## src/rtl/inst_prefetch_buf.sv

```systemverilog
// Instruction prefetch queue between the core ROM port and a req/gnt/rvalid memory.
// Optional define INST_PREFETCH_BYPASS_EN forwards a head-filling response to inst_o the same cycle.
module inst_prefetch_buf #(
    parameter int          DEPTH    = 4,
    parameter logic [31:0] RESET_PC = 32'h0000_0000
) (
    input  logic        clk,
    input  logic        rst,
    input  logic        ce_i,
    input  logic [31:0] addr_i,
    input  logic        stall_i,
    output logic [31:0] inst_o,
    output logic        inst_valid_o,
    output logic        stall_req_o,
    output logic        mem_req_o,
    output logic [31:0] mem_addr_o,
    input  logic        mem_gnt_i,
    input  logic        mem_rvalid_i,
    input  logic [31:0] mem_rdata_i
);
    localparam int PW = $clog2(DEPTH);
    localparam logic [PW+1:0] DEPTH_C = (PW+2)'(DEPTH);
    typedef logic [PW:0] ptr_t;

    // In-order ring: [rd_ptr, fill_ptr) filled, [fill_ptr, wr_ptr) awaiting data.
    logic [31:0] slot_addr [DEPTH];
    logic [31:0] slot_data [DEPTH];
    ptr_t        rd_ptr, fill_ptr, wr_ptr;
    ptr_t        drop_cnt;
    logic [31:0] fetch_pc;

    ptr_t        used, pending;
    logic        head_exists, head_filled, bypass;
    logic        rsp_drop, rsp_fill, hit, pop, redirect, issue;
    logic [31:0] head_addr, head_data;

    assign used        = wr_ptr - rd_ptr;
    assign pending     = wr_ptr - fill_ptr;
    assign head_exists = (used != '0);
    assign head_filled = (fill_ptr != rd_ptr);
    assign head_addr   = slot_addr[rd_ptr[PW-1:0]];
    assign head_data   = head_filled ? slot_data[rd_ptr[PW-1:0]] : mem_rdata_i;

    // Responses first retire stale requests of a flushed stream; orphan responses are ignored.
    assign rsp_drop = mem_rvalid_i & (drop_cnt != '0);
    assign rsp_fill = mem_rvalid_i & (drop_cnt == '0) & (pending != '0);

`ifdef INST_PREFETCH_BYPASS_EN
    assign bypass = rsp_fill & ~head_filled;
`else
    assign bypass = 1'b0;
`endif

    assign hit      = rst & ce_i & head_exists & (head_addr == addr_i) & (head_filled | bypass);
    assign pop      = hit & ~stall_i;
    assign redirect = rst & ce_i & ~stall_i &
                      (head_exists ? (head_addr != addr_i) : (fetch_pc != addr_i));

    // In-flight stale requests still hold capacity until their responses drain.
    assign mem_req_o  = rst & ~redirect & (({1'b0, used} + {1'b0, drop_cnt}) < DEPTH_C);
    assign mem_addr_o = fetch_pc;
    assign issue      = mem_req_o & mem_gnt_i;

    assign inst_valid_o = hit;
    assign inst_o       = hit ? head_data : 32'h0;
    assign stall_req_o  = rst & ce_i & ~hit;

    always_ff @(posedge clk or negedge rst) begin
        if (!rst) begin
            rd_ptr   <= '0;
            fill_ptr <= '0;
            wr_ptr   <= '0;
            drop_cnt <= '0;
            fetch_pc <= RESET_PC;
        end else if (redirect) begin
            // This cycle's response is charged to the old stream before counting what is left.
            rd_ptr   <= '0;
            fill_ptr <= '0;
            wr_ptr   <= '0;
            drop_cnt <= drop_cnt - ptr_t'(rsp_drop) + pending - ptr_t'(rsp_fill);
            fetch_pc <= addr_i;
        end else begin
            if (issue) begin
                wr_ptr   <= wr_ptr + ptr_t'(1);
                fetch_pc <= fetch_pc + 32'd4;
            end
            if (rsp_fill) fill_ptr <= fill_ptr + ptr_t'(1);
            if (pop)      rd_ptr   <= rd_ptr + ptr_t'(1);
            if (rsp_drop) drop_cnt <= drop_cnt - ptr_t'(1);
        end
    end

    always_ff @(posedge clk) begin
        if (issue)    slot_addr[wr_ptr[PW-1:0]]   <= fetch_pc;
        if (rsp_fill) slot_data[fill_ptr[PW-1:0]] <= mem_rdata_i;
    end

endmodule
```

## config.mk

```make
export PLATFORM = sky130hd
export DESIGN_NAME = inst_prefetch_buf
export DESIGN_NICKNAME = d
export VERILOG_FILES = /design/src/rtl/inst_prefetch_buf.sv
export SDC_FILE = /design/constraint.sdc
export NUM_CORES = 1
export LEC_CHECK = 0
export BUFFER_PORTS_ARGS = -buffer_cell sky130_fd_sc_hd__buf_2
export CORE_MARGIN = 1
export CORE_UTILIZATION = 60
export CTS_CLUSTER_SIZE = 12
export DETAILED_ROUTE_END_ITERATION = 8
export PLACE_DENSITY_LB_ADDON = 0.1
export RECOVER_POWER = 100
export SLEW_MARGIN = 20
export SYNTH_ARGS = -nofsm -noshare
export SYNTH_HDL_FRONTEND = slang
export SYNTH_SLANG_ARGS = --single-unit
```

## constraint.sdc

```tcl
create_clock -name clk -period 9.1 [get_ports clk]
set_input_delay 0.455 -clock clk [delete_from_list [all_inputs] [get_ports clk]]
set_output_delay 0.455 -clock clk [all_outputs]
set_load 0.03 [all_outputs]
```

# Word-level counts from Yosys, hierarchy flattened
# Memories as Yosys holds them, arrays and structs flattened.
# Cells that the tools add are included.
# word_totals
ff_bits	44
mem_count	2
mem_bits_rw	256
in_bits	70
out_inout_bits	67
# classes
reduce_logical	8
n_mux	17
n_eq_ne	4
magnitude_cmp	1
addsub	11
bitwise_logic	17
# memory_table
name	words	word_bits	read_ports	rd_clocked_by_memory_dff	write_ports	line	text
slot_addr	4	32	1	0	1	26	logic [31:0] slot_addr [DEPTH];
slot_data	4	32	1	0	1	27	logic [31:0] slot_data [DEPTH];
# ops
cell	n
32-bit 2-to-1 mux	4
32-bit != test	2
32-bit by 3-bit adder with 32-bit output (second input constant)	1
32-bit equality test	1
3-bit 2-to-1 mux	8
1-bit AND	14
3-bit by 1-bit adder with 3-bit output (second input constant)	3
3-bit nonzero test	3
2-bit nonzero test	4
3-bit by 1-bit subtractor with 3-bit output	2
3-bit subtractor	2
1-bit 2-to-1 mux	5
3-bit by 3-bit adder with 4-bit output	1
4-bit by 3-bit less-than comparator with 1-bit output (second input constant)	1
3-bit adder	1
3-bit zero test	1
3-bit != test	1
1-bit inverter	3
3-bit by 1-bit subtractor with 3-bit output (second input constant)	1

# Depth between registers and ports, before layout
# logic_depth
word_depth	10
depth_mapped	17

# Worst setup path after synthesis
# No wires, ideal clock.
# synth_timing
path_type	register to register
start	register wr_ptr[0]
end	memory slot_addr[3][0], enable pin
slack_ns	4.341
required_time_ns	8.679
arrival_time_ns	4.338
stages_incl_launch_ff	15
period_less_slack_ns	4.759
setup_time_ns	0.421
cell_sequence	dfrtp_1 -> inv_1 -> ha_1 -> fa_1 -> xor3_2 -> nor2_2 -> buf_6 -> mux2i_1 -> xor2_1 -> nand4_1 -> nor4_1 -> a311oi_2 -> buf_6 -> buf_4 -> nor2_1
# synth_via
elab_chain_cells	10
elab_cells_between_ends	12
cone_classes	add/sub (2); order compare (1); mux (3); bitwise (5); reduce/logical (1)
# synth_rtl
element	line	text
start: declaration	28	ptr_t rd_ptr, fill_ptr, wr_ptr;
start signal: assignment	84	wr_ptr <= wr_ptr + ptr_t'(1);
branches (longest 10 deep; another with 3-bit by 3-bit adder with 4-bit output)	--	
end: declaration	26	
# Parallel ways; which one is timed is not known.

# Worst setup path in the final report
# layout_timing
start	input rst
end	output inst_o[25]
# layout_via
elab_chain_cells	5
# layout_rtl
element	line	text
start: declaration	8	input logic rst,
1-bit AND (4 in series)	54	assign hit = rst & ce_i & head_exists & (head_addr == addr_i) & (head_filled | bypass);
32-bit 2-to-1 mux	65	assign inst_o = hit ? head_data : 32'h0;
end: declaration	12	output logic [31:0] inst_o,
# No other way between the ends.

==> flow_results.xml <==
<?xml version="1.0" encoding="UTF-8"?>
<metrics>
  <group name="finish">
    <metric name="area_growth_syn_to_layout" unit="%">13.1</metric>
    <metric name="post_route_cells_drive_above_1_share" unit="">0.153</metric>
    <metric name="nets" unit="">1049</metric>
    <metric name="fillers" unit="">1481</metric>
  </group>
  <group name="sta">
    <metric name="rsz0062_at_grt" unit="">false</metric>
    <metric name="final.period_utilization" unit="">0.719</metric>
    <metric name="drv_slew" unit="">264</metric>
    <metric name="tightestPinTransition" unit="ns">2.70</metric>
    <metric name="setup_viol" unit="">0</metric>
    <metric name="setup-tns-final" unit="ns">0</metric>
    <metric name="period_minus_slack" unit="ns">6.55</metric>
    <metric name="post-route-worst-setup-slack" unit="ns">2.55</metric>
    <metric name="finalClockSkew" unit="ns">0.0167</metric>
    <metric name="max-slew-margin-rel" unit="">-0.799</metric>
    <metric name="max_freq" unit="MHz">153</metric>
    <metric name="hold_viol_final" unit="">0</metric>
  </group>
  <group name="placed_design">
    <metric name="port_buffers" unit="">136</metric>
    <metric name="hpwl_after_detailed_placement" unit="um">19200</metric>
    <metric name="gp_routability_congestion" unit="">0.942</metric>
    <metric name="dp_slack" unit="ns">3.91</metric>
  </group>
  <group name="die">
    <metric name="fp.dieW" unit="um">151</metric>
    <metric name="die-height" unit="um">151</metric>
    <metric name="floorplan.io_pins" unit="">137</metric>
    <metric name="starting_density_of_the_core" unit="">0.620</metric>
    <metric name="coreArea" unit="sq um">21400</metric>
    <metric name="fp-row-count" unit="">53</metric>
    <metric name="floorplan.die_area" unit="sq um">22700</metric>
  </group>
  <group name="synthesis">
    <metric name="sequential_element_share_of_the_synthesized_area" unit="">0.664</metric>
    <metric name="async_flop_share" unit="">0.147</metric>
    <metric name="post_synth_fa_ha_maj_area_fraction" unit="">0.0246</metric>
    <metric name="synth.distinct_cells" unit="">42</metric>
    <metric name="yosysWarningCount" unit="">0</metric>
    <metric name="postSynthNetCount" unit="">894</metric>
    <metric name="syn-instance-count" unit="">801</metric>
    <metric name="synthesis.area_per_instance" unit="sq um">16.5</metric>
    <metric name="synth-compound-area-share" unit="">0.0215</metric>
    <metric name="synth_xor_xnor_area_share" unit="">0.0734</metric>
    <metric name="main_combinational_cell_family_by_area_after_synthesis" unit="">multiplexers</metric>
    <metric name="synth_top_cells_by_count" unit="">256 x sky130_fd_sc_hd__edfxtp_1, 63 x sky130_fd_sc_hd__xor2_1, 62 x sky130_fd_sc_hd__mux4_2</metric>
    <metric name="synth-edff-count" unit="">256</metric>
    <metric name="synth_flop_cell" unit="">sky130_fd_sc_hd__edfxtp_1</metric>
    <metric name="synth_area" unit="sq um">13200</metric>
    <metric name="cell_type_with_the_largest_total_area_after_synthesis" unit="">sky130_fd_sc_hd__edfxtp_1</metric>
    <metric name="synth.mux.area_fraction" unit="">0.133</metric>
    <metric name="ys_seq_elements" unit="">300</metric>
    <metric name="synth-simple-area-share" unit="">0.0644</metric>
    <metric name="yosysTopAreaCellShare" unit="">0.581</metric>
    <metric name="post-synth-top-count-cell" unit="">sky130_fd_sc_hd__edfxtp_1</metric>
    <metric name="leading_post_synthesis_cells_by_cell_area" unit="">sky130_fd_sc_hd__edfxtp_1 58%, sky130_fd_sc_hd__mux4_2 11%, sky130_fd_sc_hd__dfrtp_1 8.3%</metric>
  </group>
  <group name="routing">
    <metric name="wire_per_inst" unit="um">23.4</metric>
    <metric name="dr_total_vias" unit="">7519</metric>
    <metric name="route.detailed.drc" unit="">0</metric>
    <metric name="first_iter_violations" unit="">649</metric>
    <metric name="viasPerCell" unit="">6.01</metric>
    <metric name="ant_nets" unit="">0</metric>
    <metric name="routed_wl" unit="um">29300</metric>
    <metric name="length_of_the_first_detailed_routing_pass_in_iterations" unit="">5</metric>
  </group>
  <group name="power_and_ir_drop">
    <metric name="cellLeakagePower" unit="nW">5.11</metric>
    <metric name="share_comb_of_total_power" unit="">0.189</metric>
    <metric name="power.switching_fraction" unit="">0.287</metric>
    <metric name="netsw" unit="W">0.00104</metric>
    <metric name="power_density" unit="nW/um^2">242</metric>
    <metric name="share_clk_of_total_power" unit="">0.317</metric>
    <metric name="internal_power" unit="W">0.00258</metric>
    <metric name="vdd_drop_max" unit="mV">0.186</metric>
    <metric name="p_seq_frac" unit="">0.494</metric>
  </group>
  <group name="status">
    <metric name="run_status" unit="">finished with violations</metric>
    <metric name="failing_checks" unit="">max-capacitance violations, max-slew violations</metric>
  </group>
  <group name="critical_path">
    <metric name="critical_path_arrival" unit="ns">6.09</metric>
    <metric name="critPathLaunchType" unit="">primary input</metric>
    <metric name="critPathCaptureType" unit="">output pin</metric>
    <metric name="critical_path_class" unit="">primary input to output pin</metric>
    <metric name="critical_path_required" unit="ns">8.65</metric>
    <metric name="critical_path.max_fanout" unit="">46</metric>
  </group>
  <group name="cts">
    <metric name="cts.repair.resized" unit="">0</metric>
    <metric name="clock_insertion_delay_worst_skew" unit="ns">0.58</metric>
    <metric name="cts_inserted_buffers" unit="">31</metric>
    <metric name="ctsLongestPathBuffers" unit="">3</metric>
    <metric name="cts.htree.levels" unit="">1</metric>
    <metric name="cts.repair_timing.setup_buffer_count" unit="">0</metric>
    <metric name="clock-root-buffer" unit="">sky130_fd_sc_hd__clkbuf_16</metric>
    <metric name="numClockSinks" unit="">300</metric>
    <metric name="register_clock_pin_slew_on_the_reported_worst_setup_and_hold_paths" unit="ns">0.06</metric>
    <metric name="clock_tree_from_tritoncts" unit="">done</metric>
  </group>
  <group name="grt">
    <metric name="grt_start_max_net_pins" unit="">78</metric>
    <metric name="grt.total_usage" unit="">0.271</metric>
    <metric name="grt_pass1_vias" unit="">7756</metric>
    <metric name="grt_pass1_wl" unit="um">44900</metric>
    <metric name="overflow" unit="">0</metric>
    <metric name="grt_antenna_before_repair" unit="">1</metric>
  </group>
  <group name="flow_run">
    <metric name="maxCapViolCount" unit="">8</metric>
  </group>
  <group name="worst_hold_path">
    <metric name="hp-class" unit="">primary input to flip-flop</metric>
  </group>
</metrics>
-- worst max-delay path, stage by stage --
cell,delay [ns]
sky130_fd_sc_hd__dlygate4sd3_1,0.52
sky130_fd_sc_hd__buf_2,0.09
sky130_fd_sc_hd__clkbuf_1,1.90
sky130_fd_sc_hd__nand2_1,0.67
sky130_fd_sc_hd__nor4bb_1,0.54
sky130_fd_sc_hd__and3_1,0.22
sky130_fd_sc_hd__nand3_1,0.09
sky130_fd_sc_hd__clkbuf_1,0.77
sky130_fd_sc_hd__nor2b_1,0.47
sky130_fd_sc_hd__clkbuf_1,0.34
-- cells by family (layout without fill, tap and decap cells) --
family,count (synthesis),count (layout)
AOI/OAI and AO/OA,49,49
xor gates and xnor gates,109,109
adders and majority gates,23,23
buffers and inverters,50,224
DFF,300,300
muxes,97,97
other,0,1
and+or+nand+nor,173,173
-- layout by cell type, fill, tap and decap left out, types with 2 or more instances in the layout --
master                      count
sky130_fd_sc_hd__o211ai_1       2
sky130_fd_sc_hd__nor3_1         3
sky130_fd_sc_hd__nand4_1       13
sky130_fd_sc_hd__clkinv_2       3
sky130_fd_sc_hd__nand2_1       54
sky130_fd_sc_hd__nor4_1        11
sky130_fd_sc_hd__mux4_2        62
sky130_fd_sc_hd__inv_1         20
sky130_fd_sc_hd__and2_0         7
sky130_fd_sc_hd__nand3_1       12
sky130_fd_sc_hd__buf_2         37
sky130_fd_sc_hd__clkbuf_16     31
sky130_fd_sc_hd__xnor2_1       45
sky130_fd_sc_hd__nand2b_1       3
sky130_fd_sc_hd__mux2i_1       32
sky130_fd_sc_hd__fa_1           5
sky130_fd_sc_hd__clkbuf_1     121
sky130_fd_sc_hd__o21ai_0       35
sky130_fd_sc_hd__and3_1        10
sky130_fd_sc_hd__mux2_1         3
sky130_fd_sc_hd__nor2b_1       20
sky130_fd_sc_hd__clkbuf_8       3
sky130_fd_sc_hd__nor2_1        34
sky130_fd_sc_hd__dfrtp_1       42
sky130_fd_sc_hd__edfxtp_1     256
sky130_fd_sc_hd__a21oi_1        6
sky130_fd_sc_hd__buf_4          5
sky130_fd_sc_hd__ha_1          18
sky130_fd_sc_hd__xor2_1        63
-- routing by layer --
metal,global-route usage,up-vias,share of wire
li1,-,3349,-
met2,0.459,308,0.51
met1,0.354,3793,0.39
met5,0,-,0
met4,0.0949,0,0.033
met3,0.0500,69,0.071
-- state kept, by name, summed over array words and instances (netlist names) --
signal and count:
wr_ptr 3, slot_data 128, rd_ptr 3, mem_addr_o 32, drop_cnt 3, slot_addr 128, fill_ptr 3
-- cell type report --
cell class	count	area [sq um]	area share
Sequential cell	300	8790	0.588
Multi-Input combinational cell	451	4200	0.280
Clock buffer	46	862	0.0576
Timing Repair Buffer	152	642	0.0429
Tap cell	275	344	0.0230
Inverter	20	75.1	0.00502
Clock inverter	6	50.0	0.00334
Antenna cell	1	2.50	0.000167
-- per-stage QoR --
step	hold WS (ns)	util	total power (W)	instances	instance area, sq um
finish	0.130	0.701	0.00362	1251	15000
global route	0.124	0.701	0.00378	1251	15000
CTS	0.0757	0.709	0.00365	1250	15100
detailed placement	0.481	0.666	0.00251	1197	14200
global placement	0.498	0.666	0.00248	1197	14200
floorplan	0.159	-	0.00227	801	13200
-- path summary, 6_finish.rpt --
check	start	to	slack, ns	cells past startpoint
min	mem_rdata_i[14]	slot_data[2][14]	0.13	1
min in group asynchronous	rst	fill_ptr[1]	1.37	3
min reg2reg	drop_cnt[2]	drop_cnt[2]	0.49	1
max reg2reg	rd_ptr[0]	slot_addr[3][0]	2.84	11
max	rst	inst_o[25]	2.55	10
max in group asynchronous	rst	rd_ptr[0]	5.84	3
-- power groups by stage --
stage / clock, W / sequential [W] / combinational [W]
final: 0.00115 / 0.00179 / 0.000683
after global routing: 0.00122 / 0.00180 / 0.000760
after CTS: 0.00116 / 0.00178 / 0.000707
after detailed placement: 0 / 0.00181 / 0.000701
after global placement: 0 / 0.00180 / 0.000682
after floorplan: 0 / 0.00182 / 0.000455
-- repair_timing --
item	4_1_cts	5_1_grt
hold buffers	1	0
hold endpoints to repair	4	0
endpoints found under the setup margin	0	0
Power figures use the tool's default switching activity.
